File: src/rtl/wb_master_pkg.sv
// Shared types and default sizes for the Wishbone command master.
package wb_master_pkg;

  localparam int WB_ADDR_W          = 32;
  localparam int WB_DATA_W          = 32;
  localparam int WB_TIMEOUT_CYCLES  = 255;

  typedef enum logic [1:0] {
    ST_IDLE = 2'd0,
    ST_BUS  = 2'd1,
    ST_RESP = 2'd2
  } wb_state_e;

endpackage

File: src/rtl/wb_timeout_ctr.sv
// Saturating wait counter: clear restarts at 0, en counts one per cycle.
// Latency: expired is combinational from the count; expires on the TIMEOUT_CYCLES-th enabled cycle.
// Backpressure: none; holds at its ceiling once saturated.
module wb_timeout_ctr #(
  parameter int TIMEOUT_CYCLES = 255
) (
  input  logic clk,
  input  logic reset,
  input  logic clear,
  input  logic en,
  output logic expired
);

  localparam int CW = $clog2(TIMEOUT_CYCLES + 1);
  localparam logic [CW-1:0] CNT_MAX  = CW'(TIMEOUT_CYCLES);
  localparam logic [CW-1:0] CNT_LAST = CW'(TIMEOUT_CYCLES - 1);

  logic [CW-1:0] cnt;

  always_ff @(posedge clk) begin
    if (reset || clear) begin
      cnt <= '0;
    end else if (en && (cnt != CNT_MAX)) begin
      cnt <= cnt + 1'b1;
    end
  end

  // Count holds the number of cycles already spent, so the current cycle is the last one at T-1.
  assign expired = en && (cnt >= CNT_LAST);

endmodule

File: src/rtl/wb_cmd_master.sv
// Wishbone classic initiator: one command -> one WB cycle -> one response (WB_MASTER_TIMEOUT_EN adds ACK timeout).
// Latency: 2 cycles command-to-response with a zero-wait slave; one transaction outstanding.
// Backpressure: cmd_ready only in IDLE; response held until rsp_ready, no same-cycle turnaround.
module wb_cmd_master
  import wb_master_pkg::*;
#(
  parameter int ADDR_W         = WB_ADDR_W,
  parameter int DATA_W         = WB_DATA_W,
  parameter int TIMEOUT_CYCLES = WB_TIMEOUT_CYCLES
) (
  input  logic                clk,
  input  logic                reset,
  input  logic                cmd_valid,
  output logic                cmd_ready,
  input  logic                cmd_we,
  input  logic [DATA_W/8-1:0] cmd_sel,
  input  logic [ADDR_W-1:0]   cmd_addr,
  input  logic [DATA_W-1:0]   cmd_wdata,
  output logic                rsp_valid,
  input  logic                rsp_ready,
  output logic [DATA_W-1:0]   rsp_rdata,
  output logic                rsp_err,
  output logic                io_bus_CYC,
  output logic                io_bus_STB,
  output logic                io_bus_WE,
  output logic [DATA_W/8-1:0] io_bus_SEL,
  output logic [ADDR_W-1:0]   io_bus_ADR,
  output logic [DATA_W-1:0]   io_bus_DAT_MOSI,
  input  logic                io_bus_ACK,
  input  logic [DATA_W-1:0]   io_bus_DAT_MISO
);

  if (TIMEOUT_CYCLES < 1) begin : g_bad_timeout
    $error("wb_cmd_master: TIMEOUT_CYCLES must be at least 1");
  end

  wb_state_e state, state_nxt;
  logic      accept, take_ack, take_to, timeout;

  always_ff @(posedge clk) begin
    if (reset) state <= ST_IDLE;
    else       state <= state_nxt;
  end

  always_comb begin
    state_nxt = state;
    accept    = 1'b0;
    take_ack  = 1'b0;
    take_to   = 1'b0;
    case (state)
      ST_IDLE: if (cmd_valid) begin
        state_nxt = ST_BUS;
        accept    = 1'b1;
      end
      // ACK wins over a timeout expiring on the same edge.
      ST_BUS: if (io_bus_ACK) begin
        state_nxt = ST_RESP;
        take_ack  = 1'b1;
      end else if (timeout) begin
        state_nxt = ST_RESP;
        take_to   = 1'b1;
      end
      ST_RESP: if (rsp_ready) state_nxt = ST_IDLE;
      default: state_nxt = ST_IDLE;
    endcase
  end

  assign cmd_ready  = (state == ST_IDLE);
  assign rsp_valid  = (state == ST_RESP);
  assign io_bus_CYC = (state == ST_BUS);
  assign io_bus_STB = (state == ST_BUS);

  always_ff @(posedge clk) begin
    if (reset) begin
      io_bus_WE       <= 1'b0;
      io_bus_SEL      <= '0;
      io_bus_ADR      <= '0;
      io_bus_DAT_MOSI <= '0;
    end else if (accept) begin
      io_bus_WE       <= cmd_we;
      io_bus_SEL      <= cmd_sel;
      io_bus_ADR      <= cmd_addr;
      io_bus_DAT_MOSI <= cmd_wdata;
    end
  end

  always_ff @(posedge clk) begin
    if (reset) begin
      rsp_rdata <= '0;
    end else if (take_ack) begin
      rsp_rdata <= io_bus_WE ? '0 : io_bus_DAT_MISO;
    end else if (take_to) begin
      rsp_rdata <= '0;
    end
  end

`ifdef WB_MASTER_TIMEOUT_EN
  logic err_q;

  wb_timeout_ctr #(
    .TIMEOUT_CYCLES(TIMEOUT_CYCLES)
  ) u_timeout (
    .clk    (clk),
    .reset  (reset),
    .clear  (accept),
    .en     (state == ST_BUS),
    .expired(timeout)
  );

  always_ff @(posedge clk) begin
    if (reset)         err_q <= 1'b0;
    else if (take_ack) err_q <= 1'b0;
    else if (take_to)  err_q <= 1'b1;
  end

  assign rsp_err = err_q;
`else
  assign timeout = 1'b0;
  assign rsp_err = 1'b0;
`endif

endmodule

File: config.mk
export PLATFORM = sky130hd
export DESIGN_NAME = wb_cmd_master
export DESIGN_NICKNAME = d
export VERILOG_FILES = /design/src/rtl/wb_master_pkg.sv /design/src/rtl/wb_timeout_ctr.sv /design/src/rtl/wb_cmd_master.sv
export SDC_FILE = /design/constraint.sdc
export NUM_CORES = 1
export LEC_CHECK = 0
export BUFFER_PORTS_ARGS = -buffer_cell sky130_fd_sc_hd__buf_2
export CORE_ASPECT_RATIO = 1.2
export CORE_UTILIZATION = 47
export DETAILED_ROUTE_END_ITERATION = 16
export HOLD_SLACK_MARGIN = 0.1
export PLACE_DENSITY = 0.8
export RECOVER_POWER = 100
export SETUP_SLACK_MARGIN = 0.05
export SLEW_MARGIN = 15
export SYNTH_ARGS = -nofsm -noshare
export SYNTH_HDL_FRONTEND = slang
export SYNTH_SLANG_ARGS = --single-unit
File: constraint.sdc
create_clock -name clk -period 1.2 [get_ports clk]
set_input_delay 0.12 -clock clk [delete_from_list [all_inputs] [get_ports clk]]
set_output_delay 0.12 -clock clk [all_outputs]
set_load 0.05 [all_outputs]
After elaboration in Yosys (flattened, before gate mapping)
Cells that the tools add are included.
{"block": "classes", "reduce_logical": 2, "n_mux": 10, "n_eq_ne": 5}
{"operator": "$mux W32", "count": 2}
{"operator": "$mux W2", "count": 3}
{"operator": "$pmux W2 S3", "count": 1}
{"operator": "$mux W1", "count": 4}
{"operator": "$ne A2 B1 Y1 const B", "count": 2}
{"operator": "$reduce_and A3 Y1", "count": 1}
{"operator": "$eq A2 B1 Y1 const B", "count": 1}
{"operator": "$eq A2 B2 Y1 const B", "count": 1}
{"operator": "$logic_not A2 Y1", "count": 1}
{"operator": "$ne A2 B2 Y1 const B", "count": 1}
{"block": "totals", "output_inout_bits": 106, "regBits": 103}

Longest topological paths before layout
Gate-level depths: netlist of run 1.
{"block": "depth", "depth_word": 3, "depth_mapped": 4}

Worst setup path after synthesis of run 1
No wires, ideal clock.
{"block": "synth_timing", "path_kind": "reg2out", "startpoint": "register state[0]", "endpoint": "output port io_bus_STB", "arrival_ns": 1.482, "path_stages_with_launch": 3, "slack_ns": -0.402, "n_path_buf": 1, "path_cell_list": "dfxtp_1 -> nor2b_1 -> buf_4"}
{"block": "synth_between", "elab_chain_len": 1}
{"element": "from (decl)", "line": "wb_cmd_master.sv:37", "text": "wb_state_e state, state_nxt;"}
{"element": "from (signal assigned)", "line": "wb_cmd_master.sv:42", "text": "else state <= state_nxt;"}
{"element": "$eq A2 B1 Y1"}
{"element": "to (decl)", "line": "wb_cmd_master.sv:24", "text": "output logic io_bus_STB,"}
Every way passes these cells.

Worst setup path in the final report of run 1
{"block": "layout_timing", "startpoint": "register state[1]", "endpoint": "output port rsp_valid"}
{"block": "layout_between", "elab_chain_len": 1}
{"element": "$eq A2 B2 Y1", "line": "wb_cmd_master.sv:69", "text": "assign rsp_valid = (state == ST_RESP);"}
{"element": "to (decl)", "line": "wb_cmd_master.sv:19", "text": "output logic rsp_valid,"}
Every way passes these cells.

==> results of run 1 <==
## through the flow
step	utilization, %	power (mW)
2_1_floorplan	-	5.291
3_3_place_gp	61.54	5.792
3_5_place_dp	61.54	5.843
4_1_cts	73.63	9.309
5_1_grt	75.37	9.705
6_report	75.37	9.350
## metal layers
metal	vias to the layer above	track usage [%]	part of all wire, %	wire (µm)
li1	2057	-	-	-
met1	1921	25.59	39	5145
met2	151	42.99	51	6633
met3	47	4.918	5.1	670
met4	0	15.59	4.7	611
met5	-	0	0	0
## cell usage after synthesis, drive strengths merged
cell type / count
or3b: 32
and3b: 1
nor2b: 2
mux2i: 101
nor2: 1
buf: 16
o21ba: 2
conb: 1
nor3b: 3
clkbuf: 23
nand2b: 170
dfxtp: 103
## worst max-delay path, cell delays in order (launching register included)
cell and delay (ns):
dfxtp_4 0.38, buf_6 0.12, nor2b_4 0.14, buf_6 0.16
## worst max-delay path by stage
stage	from	endpoint	slack, ns	cells after the start
3_3_place_gp	state[1]$_SDFFE_PP0P_	io_bus_ADR[18]$_SDFFE_PP0P_	0.04	4
3_5_place_dp	state[1]$_SDFFE_PP0P_	io_bus_ADR[9]$_SDFFE_PP0P_	-0.05	4
4_1_cts	state[1]$_SDFFE_PP0P_	io_bus_STB	-0.05	3
5_1_grt	state[1]$_SDFFE_PP0P_	rsp_rdata[15]$_SDFFE_PP0P_	-0.1	3
2_1_floorplan	state[1]$_SDFFE_PP0P_	cmd_ready	0.05	1
6_report	state[1]$_SDFFE_PP0P_	rsp_valid	-0.06	3
## cell type report
cell class | instances | share of cell area, %
Antenna cell | 1 | 0.03436
Clock buffer | 11 | 3.471
Clock inverter | 5 | 1.100
Multi-Input combinational cell | 313 | 33.90
Sequential cell | 103 | 28.44
Tap cell | 123 | 2.113
Timing Repair Buffer | 306 | 30.95
## cell families after synthesis
family	Yosys count	share of synthesized area [%]
simple gates	209	29.41
flops	103	43.59
mux	101	21.37
buf+inv	39	5.131
compound gates	2	0.4232
other cells	1	0.07927
## layout by cell type, fill, tap and decap left out
master         netlist  final
and3b_2              0      1
buf_12               0     10
buf_16               0      2
buf_2                2    203
buf_4                3      6
buf_6               11      7
buf_8                0      4
bufinv_16            0      2
clkbuf_16            0     13
clkbuf_4             0      1
clkbuf_8             0      2
clkinv_2             0      1
clkinvlp_4           0      2
conb_1               1      1
dfxtp_1            103    100
dfxtp_2              0      1
dfxtp_4              0      2
diode_2              0      1
dlygate4sd3_1        0     69
mux2i_1            101     99
mux2i_2              0      2
nand2b_1           170    170
nor2_4               0      1
nor2b_4              0      2
nor3b_1              3      2
nor3b_4              0      1
o21ba_2              2      2
or3b_1              32     32
## state kept, by name (all words and copies together) (netlist names)
signal           flops
state                2
io_bus_DAT_MOSI     32
rsp_rdata           32
io_bus_ADR          32
io_bus_WE            1
io_bus_SEL           4
## power by group through the flow
stage	Clock (mW)	Sequential, mW	Combinational, mW
2_1_floorplan	0	4.56	0.732
3_3_place_gp	0	3.83	1.96
3_5_place_dp	0	3.84	2.00
4_1_cts	3.27	3.76	2.27
5_1_grt	3.41	3.78	2.51
6_report	3.20	3.76	2.39
## what timing repair did
action                                 CTS  global route
pin swaps                                0             2
gates cloned                             2             4
hold buffers                            69             0
endpoints found under the hold margin   69             0
setup endpoints to repair               78           107
buffers inserted                         3             2
resized for setup                       23            10
==> impl_metrics.toml, run 1 <==
[placement]
io_buffer_count = 210
globalplace.congestion = 0.7551
dp.cells = 765
dpl_cell_area_um2 = 5946
pre_cts_slack_ns = -0.04570
dp_hpwl_um = 7763

[critical_path]
r2r_slack_ns = -0.05
end_kind = "output pin"
cp_max_fo = 4
worstPathRequired_ns = 1.08
timing.rr.start = "state[1]$_SDFFE_PP0P_"
r2r_cells = 3
cp.arrival_ns = 1.14
crit_type = "reg -> out"
timing.rr.end = "rsp_rdata[8]$_SDFFE_PP0P_"
cp-start-kind = "flip-flop"

[grt]
overflow = 0
antenna_found_initial = 1
grt_usage_pct = 24.20
grt_pass1_vias = 4211
grt_max_degree = 67
grt_pass1_wl_um = 19790

[detailed_routing]
drc_errors = 0
drt_iter0_drc = 103
wl_um = 13060
antenna_left = 0
viasPerCell = 4.845
wl_per_cell_um = 15.15
vias = 4176
firstDrtPassIters = 4

[power]
power_frac_clock_pct = 34.2
p_sw_share_pct = 29.71
switchingPower_mw = 2.778
p_int_mw = 6.573
leakagePower_nw = 3.358
ir_worst_vdd_mv = 0.7306
power_density_nw_per_um2 = 1284
p_seq_share_pct = 40.2
combPwrFrac_pct = 25.6

[sta]
setup_slack_ns = -0.06340
tns_ns = -0.8767
rsz0062_at_grt = "true"
relSlewSlack_pct = 64.97
max_freq_mhz = 791.5
timing.hold.ws_ns = 0.1076
period_minus_slack_ns = 1.263
post-route-period-util_pct = 105.3
final_hold_viol_count = 0
worstMarginPinSlew_ns = 0.5254
setup-violations-final = 49
skew_ns = 0.003004
slew_viol_final = 0

[synth]
ys_types = 14
avgSynthCellArea_um2 = 10.40
netlist_instances = 455
synth_fp_nets = 561
syn_area_um2 = 4731
yosysTopAreaCell = "dfxtp_1"
yosys_register_bits = 103
synth_warnings = 0
seq_area_frac_synth_pct = 43.59
synth_area_leaders = "dfxtp_1 (44%), nand2b_1 (22%), mux2i_1 (21%)"
synth.top_cell.area_share_pct = 43.59

[floorplanning]
io_pins = 212
die_h_um = 111.9
initial_utilization_pct = 48.96
rows = 39
dieArea_um2 = 10470
die_w_um = 93.59
core_um2 = 9662

[finish]
synthToLayoutAreaGrowth_pct = 53.93
num-fill-cells = 662
multiInputGateArea_um2 = 2469
seqCellArea_um2 = 2071
stdcell_area_um2 = 7282
fin_cells = 862
nets = 839
layout-drive-gt1-share_pct = 35.91

[clock_network]
clkTransAtPathRegs_ns = 0.07
cts_sinks = 103
htree_num_levels = 3
numCtsBuffers = 9
cts.path.max_buffers = 2
cts_tree = "yes"
clk_latency_ns = 0.34
clockRootBuffer = "clkbuf_16"

[min_path]
holdPathStages = 3
holdPathEnd = "state[1]$_SDFFE_PP0P_"
hp-start = "rsp_ready"
hp-class = "in -> reg"

[run]
drv_cap = 0

[run_status]
violations = "setup timing"
outcome = "finished with violations"
Note: power is estimated with default switching activity, not from simulation.
==> run 2: changes to the inputs <==
--- a/config.mk
+++ b/config.mk
@@ -12,7 +12,7 @@
 export HOLD_SLACK_MARGIN = 0.1
 export PLACE_DENSITY = 0.8
 export RECOVER_POWER = 100
-export SETUP_SLACK_MARGIN = 0.05
+export SETUP_SLACK_MARGIN = 0.3
 export SLEW_MARGIN = 15
 export SYNTH_ARGS = -nofsm -noshare
 export SYNTH_HDL_FRONTEND = slang
==> run 2 against run 1 <==
Compared with the run above:
- the run still ends with setup timing left
- core utilization grew 6.3 points
- worst setup slack lost 0.11 ns
- sequential power grew 2%
- critical endpoint is now rsp_rdata[11]$_SDFFE_PP0P_
==> impl_metrics.toml, run 2 (same netlist as run 1, synthesis figures left out) <==
[run_status]
outcome = "finished with violations"
violations = "setup timing"

[sta]
post-route-period-util_pct = 114.1
worstMarginPinSlew_ns = 0.5240
final_hold_viol_count = 0
setup_slack_ns = -0.1696
relSlewSlack_pct = 65.07
slew_viol_final = 0
max_freq_mhz = 730.1
timing.hold.ws_ns = 0.1153
skew_ns = 0.009191
rsz0062_at_grt = "true"
setup-violations-final = 67
period_minus_slack_ns = 1.370

[critical_path]
cp.arrival_ns = 1.60
end_kind = "flip-flop"
max_stage_delay_ns = 0.36
critPathLaunch = "state[1]$_SDFFE_PP0P_"
cp-start-kind = "flip-flop"
timing.rr.end = "rsp_rdata[11]$_SDFFE_PP0P_"
r2r_cells = 4
crit_type = "reg -> reg"
path_buf_inv = 2
r2r_slack_ns = -0.17
worstPathRequired_ns = 1.43
timing.rr.start = "state[1]$_SDFFE_PP0P_"
cp_max_fo = 5
path_cells = "and3b_2 -> buf_6 -> buf_12 -> mux2i_1"
critPathSlowestCell = "dfxtp_4"
path_delay_family = "flip-flops"

[detailed_routing]
wl_per_cell_um = 20.48
wl_um = 18960
drc_errors = 0
antenna_left = 0
drt_iter0_drc = 196
firstDrtPassIters = 4
viasPerCell = 5.105
vias = 4727

[min_path]
hp-start = "io_bus_DAT_MISO[27]"
holdPathStages = 3
holdPathEnd = "rsp_rdata[27]$_SDFFE_PP0P_"
hp-class = "in -> reg"

[floorplanning]
die_w_um = 93.59
dieArea_um2 = 10470
rows = 39
io_pins = 212
initial_utilization_pct = 48.96
core_um2 = 9662
die_h_um = 111.9

[clock_network]
cts_tree = "yes"
clkTransAtPathRegs_ns = 0.07
clockRootBuffer = "clkbuf_16"
numCtsBuffers = 9
clk_latency_ns = 0.34
htree_num_levels = 3
cts_sinks = 103
cts.path.max_buffers = 2

[grt]
grt_pass1_wl_um = 24830
grt_usage_pct = 31.10
grt_pass1_vias = 4938
grt_max_degree = 68
antenna_found_initial = 1
overflow = 0

[placement]
dpl_cell_area_um2 = 5982
pre_cts_slack_ns = -0.02013
dp_hpwl_um = 7846
globalplace.congestion = 0.7535
io_buffer_count = 210

[finish]
final_common_cell = "nand2b_1"
final_cell_mix = "nand2b_1 (170), buf_2 (104), clkbuf_2 (99)"
reg_top3 = "io_bus_ADR: 32 flops, io_bus_DAT_MOSI: 32 flops, rsp_rdata: 32 flops"
post-route-util_pct = 81.62
layout-drive-gt1-share_pct = 53.74
nets = 903
stdcell_area_um2 = 7886
multiInputGateArea_um2 = 2502
num-fill-cells = 450
synthToLayoutAreaGrowth_pct = 66.70
seqCellArea_um2 = 2202

[run]
drv_cap = 0

[power]
leakagePower_nw = 3.655
power_density_nw_per_um2 = 1203
ir_worst_vdd_mv = 1.029
[run 2: changes by cell type in the layout (fill, tap and decap cells not counted), moves of 4 or more]
cell,change
buf_2,-99
clkbuf_2,+99
dfxtp_1,-99
dfxtp_2,+96
buf_4,+63
mux2i_1,-5
mux2i_2,+4
[run 2: power by group]
part	leakage (nW)	internal [mW]	total, mW	switching, mW
sequential	0.887	3.67	3.83	0.151
clock	0.146	1.67	2.96	1.29
combinational	2.62	1.14	2.70	1.55
total	3.66	6.49	9.48	3.00
[run 2: timing repair]
item / 4_1_cts / 5_1_grt
pin swaps: 1 / 0
endpoints found under the setup margin: 208 / 208
hold buffers: 69 / 0
resized for setup: 388 / 52
hold endpoints to repair: 69 / 0
cloned: 2 / 1
setup buffers: 32 / 39
[run 2: layer usage]
| metal | share of wire [%] | vias up | track usage, % |
|---|---|---|---|
| li1 | - | 2177 | - |
| met1 | 33 | 2241 | 29.58 |
| met2 | 55 | 219 | 58.97 |
| met3 | 5.2 | 90 | 6.557 |
| met4 | 6.3 | 0 | 19.79 |
| met5 | 0 | - | 0 |
[run 2: worst reg2reg max path, cell delays in order, from the launching register on]
cell     delay [ns]
dfxtp_4        0.36
and3b_2        0.33
buf_6          0.16
buf_12         0.13
mux2i_1        0.27
[run 2: worst max-delay path by stage]
stage                                                  end  slack [ns]  depth (start not counted)
final                           rsp_rdata[11]$_SDFFE_PP0P_       -0.17                          4
after global routing            rsp_rdata[11]$_SDFFE_PP0P_       -0.20                          4
after CTS                                        rsp_valid       -0.07                          3
after detailed placement  io_bus_DAT_MOSI[22]$_SDFFE_PP0P_       -0.02                          4
after global placement              io_bus_WE$_SDFFE_PP0P_        0.05                          4
after floorplan                     io_bus_WE$_SDFFE_PP0P_        0.12                          4
[run 2: area by class of cell]
cell class / instances / share of cell area, %
Clock inverter: 4 / 0.5712
Clock buffer: 12 / 3.125
Multi-Input combinational cell: 313 / 31.73
Tap cell: 123 / 1.951
Sequential cell: 103 / 27.92
Timing Repair Buffer: 370 / 34.67
Antenna cell: 1 / 0.03173
[run 2: per-stage QoR]
stage,total power [mW],cells,TNS [ns]
floorplan,5.334,455,0
global route,9.756,926,-6.650
global placement,5.814,766,0
finish,9.483,926,-3.126
CTS,9.543,885,-0.7165
detailed placement,5.865,766,-0.02597
